### config.mk
export PLATFORM = sky130hd
export DESIGN_NAME = nor_gate_n_filtered
export DESIGN_NICKNAME = d
export VERILOG_FILES = /design/src/rtl/nor_gate_n_filtered.sv
export SDC_FILE = /design/constraint.sdc
export NUM_CORES = 1
export LEC_CHECK = 0
export CAP_MARGIN = 20
export CORE_AREA = 5 5 42 44
export DETAILED_ROUTE_END_ITERATION = 12
export DIE_AREA = 0 0 47 49
export PLACE_DENSITY = 0.73
export SLEW_MARGIN = 20
export SYNTH_ARGS = -nofsm -noshare
export SYNTH_HDL_FRONTEND = slang
export SYNTH_SLANG_ARGS = --single-unit
### constraint.sdc
create_clock -name clock -period 3.3 [get_ports clock]
set_input_delay 0.495 -clock clock [delete_from_list [all_inputs] [get_ports clock]]
set_output_delay 0.495 -clock clock [all_outputs]
set_load 0.02 [all_outputs]
### src/rtl/nor_gate_n_filtered.sv
// N-input NOR with per-input bubbles, per-bit synchronisers, a deglitch filter on the
// reduced value, and registered single-cycle rise/fall pulses.
module nor_gate_n_filtered #(
  parameter int          NR_OF_INPUTS  = 4,
  parameter logic [63:0] BubblesMask   = 64'd1,
  parameter int          SYNC_STAGES   = 2,
  parameter int          FILTER_CYCLES = 3
) (
  input  logic                    clock,
  input  logic                    reset,
  input  logic                    tick,
  input  logic [NR_OF_INPUTS-1:0] inputs,
  output logic                    result,
  output logic                    result_rise,
  output logic                    result_fall,
  output logic                    filter_busy
);

  localparam int CW = $clog2(FILTER_CYCLES + 1);
  // count value on which the next disagreeing tick commits the change
  localparam logic [CW-1:0] LAST_COUNT = CW'(FILTER_CYCLES - 1);

  typedef enum logic {ST_STABLE, ST_QUALIFY} state_t;

  logic [NR_OF_INPUTS-1:0] real_in;
  logic [NR_OF_INPUTS-1:0] sync;
  logic                    nor_now;

  assign real_in = inputs ^ BubblesMask[NR_OF_INPUTS-1:0];

  generate
    if (SYNC_STAGES == 0) begin : g_no_sync
      assign sync = real_in;
    end else begin : g_sync
      logic [SYNC_STAGES-1:0][NR_OF_INPUTS-1:0] stage_reg;

      always_ff @(posedge clock or posedge reset) begin
        if (reset) begin
          stage_reg <= '0;
        end else if (tick) begin
          stage_reg[0] <= real_in;
          for (int s = 1; s < SYNC_STAGES; s++) begin
            stage_reg[s] <= stage_reg[s-1];
          end
        end
      end

      assign sync = stage_reg[SYNC_STAGES-1];
    end
  endgenerate

  assign nor_now = ~|sync;

  state_t          state_reg;
  logic [CW-1:0]   count_reg;
  logic            result_reg;
  logic            rise_reg;
  logic            fall_reg;

  always_ff @(posedge clock or posedge reset) begin
    if (reset) begin
      state_reg  <= ST_STABLE;
      count_reg  <= '0;
      result_reg <= 1'b1;
      rise_reg   <= 1'b0;
      fall_reg   <= 1'b0;
    end else begin
      // pulses last one clock whether or not tick is present
      rise_reg <= 1'b0;
      fall_reg <= 1'b0;
      if (tick) begin
        case (state_reg)
          ST_STABLE: begin
            if (nor_now != result_reg) begin
              if (FILTER_CYCLES == 1) begin
                result_reg <= nor_now;
                rise_reg   <= nor_now;
                fall_reg   <= ~nor_now;
              end else begin
                count_reg <= CW'(1);
                state_reg <= ST_QUALIFY;
              end
            end
          end
          ST_QUALIFY: begin
            if (nor_now == result_reg) begin
              count_reg <= '0;
              state_reg <= ST_STABLE;
            end else if (count_reg == LAST_COUNT) begin
              result_reg <= nor_now;
              rise_reg   <= nor_now;
              fall_reg   <= ~nor_now;
              count_reg  <= '0;
              state_reg  <= ST_STABLE;
            end else begin
              count_reg <= count_reg + 1'b1;
            end
          end
          default: begin
            count_reg <= '0;
            state_reg <= ST_STABLE;
          end
        endcase
      end
    end
  end

  assign result      = result_reg;
  assign result_rise = rise_reg;
  assign result_fall = fall_reg;
  assign filter_busy = (count_reg != '0);

endmodule

==> impl_metrics.py <==
metrics = {
    "outcome": {
        "status": "finished clean",
    },
    "synthesis": {
        "yosys.area.top_type_share": 0.532,
        "synthCells": 49,
        "synth_cell_types": 20,
        "synth_edf_count": 0,
        "syn_nets": 56,
        "ys_seq_elements": 14,
        "yosysTopAreaCell": "dfrtp_1",
        "synth.top_cells.by_area": "dfrtp_1, mux2_2, dfstp_2",
        "synth.most_common_cell": "dfrtp_1",
        "seq_area_frac_synth": 0.575,
        "async_reset_ff_frac": 1.00,
        "syn_avg_cell_area_um2": 12.5,
        "ys.flop_type": "dfrtp_1",
        "synthTopCellsByCount": "dfrtp_1, mux2_2, nor2_1, inv_1, nand2_1",
        "yosys_warnings": 0,
        "synth_area_um2": 612,
    },
    "global_route": {
        "grt_pass1_wl_mm": 1.77,
        "grt_pass1_vias": 409,
        "track_usage": 0.109,
        "antenna_found_initial": 0,
        "grt_overflow_total": 0,
        "grt_start_max_net_pins": 17,
    },
    "routing": {
        "routed_via_density": 5.06,
        "ant_nets": 0,
        "route.final.wire_length_mm": 1.02,
        "vias": 390,
        "wire_per_inst_um": 13.2,
        "drt_iter0_drc": 2,
        "drc": 0,
        "drt-pass1-iter-count": 4,
    },
    "worst_setup_path": {
        "critical-path-top-delay-family": "buffers and inverters",
        "crit_type": "register to output port",
        "worst-path-buf-inv": 1,
        "critPathSlowestCell": "clkdlybuf4s50_1",
        "worst_setup_path_start_kind": "register",
        "critPathMaxFanout": 7,
        "worstPathRequired_ns": 2.80,
        "arrival_ns": 1.49,
        "cp_cell_sequence": "clkdlybuf4s50_1",
        "critPathLaunch": "result",
        "reg2reg_from": "sync[0]",
        "max_stage_delay_ns": 0.62,
        "cp-end-kind": "output port",
    },
    "place": {
        "dpl.hpwl_um": 703,
        "dp_worst_setup_slack_ns": 1.24,
        "gp_congestion": 0.750,
        "port_buffers": 10,
        "post_dp_cell_area_um2": 723,
    },
    "finish": {
        "nets": 69,
        "diodes": 0,
        "fin_area_um2": 759,
        "fin_util": 0.542,
        "fillers": 142,
        "area_growth_syn_to_layout_pct": 24.1,
        "drive_gt1_frac": 0.246,
    },
    "cts": {
        "holdBufCountCts": 0,
        "clk_latency_ns": 0.28,
        "cts_sinks": 14,
        "cts.htree.levels": 1,
        "cts_root_buf": "clkbuf_4",
        "postCtsSetupBuffers": 0,
        "postCtsResizedCells": 0,
        "clk_pin_slew_ns": 0.09,
        "cts_buffers": 3,
        "clockBufferDepth": 2,
        "cts_tree": "built",
    },
    "timing": {
        "maxSlewViolCount": 0,
        "relSlewSlack": 0.585,
        "finClkSkew_ns": 0.00289,
        "tightestPinTransition_ns": 0.621,
        "fin_ws_ns": 1.31,
        "post-route-period-util": 0.602,
        "setup_viol": 0,
        "rsz0062_at_grt": "no",
        "fin_hold_ws_ns": 0.509,
        "finalHoldViolations": 0,
        "period_needed_ns": 1.99,
        "max_freq_mhz": 503,
        "finalSetupTns_ns": 0,
    },
    "floorplan": {
        "start_util": 0.437,
        "io_pins": 11,
        "die_w_um": 47,
        "rows": 14,
        "dieArea_mm2": 0.00230,
        "fp.dieH_um": 49,
        "core_mm2": 0.00140,
    },
    "power_and_ir_drop": {
        "vdd_drop_max_mv": 0.291,
        "p_clk_frac": 0.239,
        "powerDensity_mw_per_mm2": 677,
        "sequentialPowerShare": 0.482,
        "intPower_w": 0.000350,
        "power.leakage_nw": 0.321,
        "p_sw_frac": 0.320,
        "power_frac_comb": 0.279,
        "switchingPower_w": 0.000165,
    },
    "job": {
        "cap_violations": 0,
    },
    "hold_path": {
        "min_path_type": "register to register",
        "holdCritStartpoint": "g_sync.stage_reg[1]",
    },
}
-- power groups by stage --
stage | clock (W) | combinational [W] | sequential [W]
after detailed placement | 0 | 0.000144 | 0.000251
final | 0.000123 | 0.000144 | 0.000248
after global placement | 0 | 0.000142 | 0.000249
after CTS | 0.000130 | 0.000146 | 0.000248
after global routing | 0.000135 | 0.000158 | 0.000255
after floorplan | 0 | 0.0000912 | 0.000250
-- logic make-up (layout without fill, tap and decap cells) --
logic type | Yosys count | count (layout) | share of synthesized area
DFF | 14 | 14 | 0.575
and+or+nand+nor | 14 | 14 | 0.143
muxes | 8 | 8 | 0.145
AOI/OAI and AO/OA | 6 | 6 | 0.0838
buffers and inverters | 6 | 18 | 0.0388
xor gates and xnor gates | 1 | 1 | 0.0143
-- final timing paths --
check	end	slack [ns]	cells after the start
min	sync[1]	0.51	1
min in group asynchronous	g_sync.stage_reg[3]	0.54	2
min reg2reg	sync[1]	0.51	1
max reg2reg	count_reg[1]	1.90	3
max	result	1.31	1
max in group asynchronous	result	2.41	2
-- layout make-up --
cell class,instances,area (µm²),area share
flip-flops and latches,14,352,0.463
multi-input cells,29,236,0.311
repair buffers,10,100,0.132
clock buffers,4,36.3,0.0478
well taps,16,20.0,0.0264
inverters,4,15.0,0.0198
-- cells in the final DEF, fill, tap and decap left out --
master	n
dfrtp_1	13
a221oi_2	1
clkbuf_4	3
clkdlybuf4s50_1	10
dfstp_2	1
mux2i_1	1
o221ai_1	1
a211oi_2	1
xnor2_1	1
nor3b_1	1
and3b_1	1
o21ai_0	2
nor4_4	1
nor2_1	5
and4b_1	1
nand4_1	1
mux2_2	7
nand2_1	4
a21oi_1	1
inv_1	4
clkbuf_8	1
-- metrics by stage --
step,total power [W],std cells
floorplan,0.000341,49
global placement,0.000391,73
detailed placement,0.000395,73
CTS,0.000523,77
global route,0.000548,77
finish,0.000514,77
-- routing by layer --
metal	up-vias	track usage	part of all wire
li1	196	-	-
met5	-	0	0
met4	0	0.0691	0.012
met3	2	0.0332	0.060
met2	7	0.154	0.48
met1	185	0.141	0.44
(Power assumes the default switching activity.)
